## src/rtl/btn_pkg.sv

```systemverilog
// Shared types and defaults for the push-button debouncer.
package btn_pkg;

    typedef enum logic [1:0] {
        IDLE,
        CHK_PRESS,
        PRESSED,
        CHK_REL
    } btn_state_e;

    localparam int DEBOUNCE_CYCLES_DEFAULT = 100000;

endpackage

```

## src/rtl/btn_debouncer_sync_2ff.sv

```systemverilog
// Two-flop synchronizer bringing one asynchronous bit into the i_clk domain.
module sync_2ff (
    input  logic i_clk,
    input  logic i_reset,
    input  logic i_d,
    output logic o_q
);

    logic meta_q;
    logic sync_q;

    always_ff @(posedge i_clk) begin
        if (i_reset) begin
            meta_q <= 1'b0;
            sync_q <= 1'b0;
        end else begin
            meta_q <= i_d;
            sync_q <= meta_q;
        end
    end

    assign o_q = sync_q;

endmodule

```

## src/rtl/btn_debouncer.sv

```systemverilog
// Push-button debouncer: accepts a level change only after DEBOUNCE_CYCLES
// consecutive identical synchronized samples, with press/release strobes.
module btn_debouncer
    import btn_pkg::*;
#(
    parameter int DEBOUNCE_CYCLES = DEBOUNCE_CYCLES_DEFAULT
) (
    input  logic i_clk,
    input  logic i_reset,
    input  logic i_btn,
    output logic o_btn_level,
    output logic o_btn_pulse,
    output logic o_btn_release
);

    localparam int CNT_W = $clog2(DEBOUNCE_CYCLES);
    localparam logic [CNT_W-1:0] CNT_ONE  = CNT_W'(1);
    localparam logic [CNT_W-1:0] CNT_LAST = CNT_W'(DEBOUNCE_CYCLES - 1);

    logic s_btn;

    btn_state_e       state_q, state_d;
    logic [CNT_W-1:0] cnt_q, cnt_d;
    logic             level_q, level_d;
    logic             pulse_q, pulse_d;
    logic             release_q, release_d;

    sync_2ff u_sync (
        .i_clk   (i_clk),
        .i_reset (i_reset),
        .i_d     (i_btn),
        .o_q     (s_btn)
    );

    // The first differing sample already counts as 1, so acceptance happens
    // on the sample that would take the count to N.
    always_comb begin
        state_d   = state_q;
        cnt_d     = cnt_q;
        pulse_d   = 1'b0;
        release_d = 1'b0;
        case (state_q)
            IDLE: begin
                if (s_btn) begin
                    state_d = CHK_PRESS;
                    cnt_d   = CNT_ONE;
                end else begin
                    cnt_d = '0;
                end
            end
            CHK_PRESS: begin
                if (!s_btn) begin
                    state_d = IDLE;
                    cnt_d   = '0;
                end else if (cnt_q == CNT_LAST) begin
                    state_d = PRESSED;
                    cnt_d   = '0;
                    pulse_d = 1'b1;
                end else begin
                    cnt_d = cnt_q + CNT_ONE;
                end
            end
            PRESSED: begin
                if (!s_btn) begin
                    state_d = CHK_REL;
                    cnt_d   = CNT_ONE;
                end else begin
                    cnt_d = '0;
                end
            end
            CHK_REL: begin
                if (s_btn) begin
                    state_d = PRESSED;
                    cnt_d   = '0;
                end else if (cnt_q == CNT_LAST) begin
                    state_d   = IDLE;
                    cnt_d     = '0;
                    release_d = 1'b1;
                end else begin
                    cnt_d = cnt_q + CNT_ONE;
                end
            end
            default: begin
                state_d = IDLE;
                cnt_d   = '0;
            end
        endcase
        level_d = (state_d == PRESSED) || (state_d == CHK_REL);
    end

    always_ff @(posedge i_clk) begin
        if (i_reset) begin
            state_q   <= IDLE;
            cnt_q     <= '0;
            level_q   <= 1'b0;
            pulse_q   <= 1'b0;
            release_q <= 1'b0;
        end else begin
            state_q   <= state_d;
            cnt_q     <= cnt_d;
            level_q   <= level_d;
            pulse_q   <= pulse_d;
            release_q <= release_d;
        end
    end

    assign o_btn_level   = level_q;
    assign o_btn_pulse   = pulse_q;
    assign o_btn_release = release_q;

endmodule

```

## config.mk

```make
export PLATFORM = sky130hd
export DESIGN_NAME = btn_debouncer
export DESIGN_NICKNAME = d
export VERILOG_FILES = /design/src/rtl/btn_pkg.sv /design/src/rtl/btn_debouncer_sync_2ff.sv /design/src/rtl/btn_debouncer.sv
export SDC_FILE = /design/constraint.sdc
export NUM_CORES = 1
export LEC_CHECK = 0
export ABC_CLOCK_PERIOD_IN_PS = 2380
export CORE_MARGIN = 4
export CORE_UTILIZATION = 56
export CTS_BUF_LIST = sky130_fd_sc_hd__clkbuf_8 sky130_fd_sc_hd__clkbuf_16
export CTS_CLUSTER_SIZE = 8
export DETAILED_ROUTE_END_ITERATION = 8
export GPL_TIMING_DRIVEN = 0
export PLACE_DENSITY = 0.76
export SLEW_MARGIN = 5
export SYNTH_ARGS = -nofsm -noshare
export SYNTH_HDL_FRONTEND = slang
export SYNTH_SLANG_ARGS = --single-unit
```

## constraint.sdc

```tcl
create_clock -name i_clk -period 2.38 [get_ports i_clk]
set_input_delay 0.714 -clock i_clk [delete_from_list [all_inputs] [get_ports i_clk]]
set_output_delay 0.714 -clock i_clk [all_outputs]
set_load 0.005 [all_outputs]
```

==> results.sh <==
export IMPL_yosys_area_share_simple=0.335
export IMPL_worst_pin_slew_ns=0.330
export IMPL_cp_top_family="buffers and inverters"
export IMPL_synth_compound_area_frac=0.0370
export IMPL_finalCritPeriodShare=0.835
export IMPL_netlist_cell_type_count=28
export IMPL_cts_buffer_depth=2
export IMPL_num_vias=813
export IMPL_finalSetupViolations=0
export IMPL_post_cts_buffers=0
export IMPL_synth_area_mux_share=0
export IMPL_fin_crit_ns=1.99
export IMPL_end_kind="flip-flop"
export IMPL_cp_num_buf_inv=3
export IMPL_hold_depth=1
export IMPL_critPathLaunch="i_reset"
export IMPL_synth_top_family_by_area="simple AND/OR/NAND/NOR gates"
export IMPL_async_flop_share=0
export IMPL_path_clk_slew_ns=0.08
export IMPL_yosysTopAreaCell="dfxtp_1"
export IMPL_cts_resized=0
export IMPL_seq_area_frac_synth=0.439
export IMPL_clk_latency_ns=0.26
export IMPL_routed_via_density=5.35
export IMPL_avgSynthCellArea_um2=8.89
export IMPL_powerDensity_nw_per_um2=537
export IMPL_hold_ws_ns=0.442
export IMPL_synth_cells=118
export IMPL_cts_sinks=23
export IMPL_crit_chain="clkdlybuf4s50_1 -> a211o_1 -> or2_0 -> buf_4 -> buf_6 -> nor2_1"
export IMPL_rsz0062_at_grt="false"
export IMPL_grt_overflow_total=0
export IMPL_cts_buffers=3
export IMPL_r2r_slack_ns=0.40
export IMPL_wl_per_cell_um=12.2
export IMPL_wl_mm=1.86
export IMPL_dpl_hpwl_mm=1.32
export IMPL_synth_area_top_cells="dfxtp_1 44%, xnor2_1 10%, nor2_1 6.4%"
export IMPL_synth_edf_count=0
export IMPL_io_pins=6
export IMPL_r2r_start="cnt_q[0]"
export IMPL_hold_buffers=0
export IMPL_synth_flop_cell="dfxtp_1"
export IMPL_gp_congestion=0.754
export IMPL_die_w_um=51.3
export IMPL_ir_drop_v=0.000329
export IMPL_synth_fa_ha_area_frac=0.0239
export IMPL_worst_setup_path_start_kind="input pin"
export IMPL_synth_xor_area_share=0.117
export IMPL_die_height_um=51.3
export IMPL_drv_slew=0
export IMPL_fmax_mhz=503
export IMPL_antenna_found_initial=0
export IMPL_cts_root_buf="clkbuf_8"
export IMPL_rr_worst_depth=7
export IMPL_drv_cap=0
export IMPL_h_tree_depth=1
export IMPL_status="complete, no violations"
export IMPL_drive_above_1_share=0.0709
export IMPL_netlist_area_um2=1050
export IMPL_synth_commonest_cells="23 x dfxtp_1, 18 x nor2_1, 12 x xnor2_1"
export IMPL_worst_path_max_fanout=10
export IMPL_required_ns=2.58
export IMPL_min_to="u_sync.o_q"
export IMPL_timing_rr_end="cnt_q[6]"
export IMPL_yosys_warnings=0
export IMPL_grt_max_degree=14
export IMPL_place_inst=148
export IMPL_cp_slowest_cell="clkdlybuf4s50_1"
export IMPL_p_leak_nw=0.334
export IMPL_fin_skew_ns=0.00321
export IMPL_fp_row_count=15
export IMPL_relSlewSlack=0.778
export IMPL_min_from="u_sync.meta_q"
export IMPL_route_detailed_drc=0
export IMPL_grt_pass1_wl_mm=3.19
export IMPL_floorplan_initialDensity=0.601
export IMPL_arrival_ns=2.18
export IMPL_yosys_area_top_type_share=0.439
export IMPL_grtUsageTotal=0.161
export IMPL_ant_nets=0
export IMPL_grt_pass1_vias=721
export IMPL_ys_seq_elements=23
export IMPL_first_pass_iters=4
export IMPL_io_buffers=5
export IMPL_cpPeakStageDelay_ns=0.53
export IMPL_hold_path_class="reg2reg"
export IMPL_synth_most_common_cell="dfxtp_1"
export IMPL_final_util=0.674
export IMPL_final_cells=152
export IMPL_hold_viol_final=0
export IMPL_setup_tns_ns=0
export IMPL_die_area_um2=2630
export IMPL_core_area_um2=1750
export IMPL_synth_fp_nets=123
export IMPL_dr_first_iter_drc_count=22
export IMPL_cts_tree="yes"
export IMPL_diodes=0
export IMPL_worstSetupPathType="in2reg"
export IMPL_nets=133
export IMPL_syn_to_final_growth_pct=12.2
[per-stage QoR]
step	area (um^2)	worst slack (ns)	total power, mW
3_3_place_gp	1130	0.172	0.407
3_5_place_dp	1130	0.128	0.407
6_report	1180	0.392	0.632
5_1_grt	1180	0.203	0.652
2_1_floorplan	1050	0.703	0.401
4_1_cts	1180	0.398	0.637
[sequential cells by signal, indices dropped and copies added (netlist names)]
name	count
cnt_q	17
state_q	2
o_btn_pulse	1
o_btn_release	1
u_sync.meta_q	1
u_sync.o_q	1
[final cells by class]
| cell class | count | area, um^2 |
|---|---|---|
| fill | 156 | 569 |
| multi-input combinational | 85 | 538 |
| sequential | 23 | 460 |
| timing repair buffer | 5 | 50.0 |
| clock buffer | 3 | 41.3 |
| tap | 25 | 31.3 |
| inverter | 7 | 26.3 |
| buffer | 3 | 23.8 |
| clock inverter | 1 | 5.00 |
[worst reg2reg max path: stages, from the launching register on]
cell and delay [ns]:
dfxtp_1 0.45, ha_1 0.25, nand4_1 0.29, nor4_2 0.40
or2_0 0.16, buf_4 0.14, buf_6 0.14, nor2_1 0.05
[worst max path at each step]
stage	slack [ns]	to	depth (start not counted)
after floorplan	0.70	cnt_q[10]	7
after global placement	0.17	cnt_q[5]	6
after detailed placement	0.13	cnt_q[7]	6
final	0.39	cnt_q[13]	6
after CTS	0.40	cnt_q[7]	6
after global routing	0.20	cnt_q[6]	7
[routing by layer]
metal	track usage	vias up	share of wire
met5	0	-	0
met4	0.0742	0	0.016
met3	0.0292	4	0.033
met2	0.258	17	0.45
met1	0.210	365	0.50
li1	-	427	-
[power by group]
group | internal [mW] | switching [mW] | leakage [nW]
registers | 0.387 | 0.00208 | 0.186
logic | 0.00518 | 0.00405 | 0.123
clock network | 0.116 | 0.117 | 0.0255
total | 0.508 | 0.123 | 0.334
[cell families after synthesis]
group / count (synthesis)
simple gates: 63
flops: 23
xor+xnor: 14
fa+ha+maj: 2
buf+inv: 10
compound gates: 6
[placed cells by master (no fill, tap or decap), types with 2 or more instances in the layout]
master,instances
nor4_2,2
inv_1,7
ha_1,2
or4b_1,2
nand2_1,7
nand3_1,5
xor2_1,2
nand4_1,6
clkdlybuf4s50_1,5
or3_1,3
nand4bb_1,2
nor3_1,7
a21oi_1,3
nor4_1,3
nor2b_1,2
clkbuf_8,3
nor2_1,18
nand2b_1,2
xnor2_1,12
dfxtp_1,23
Power figures use the tool's default switching activity.
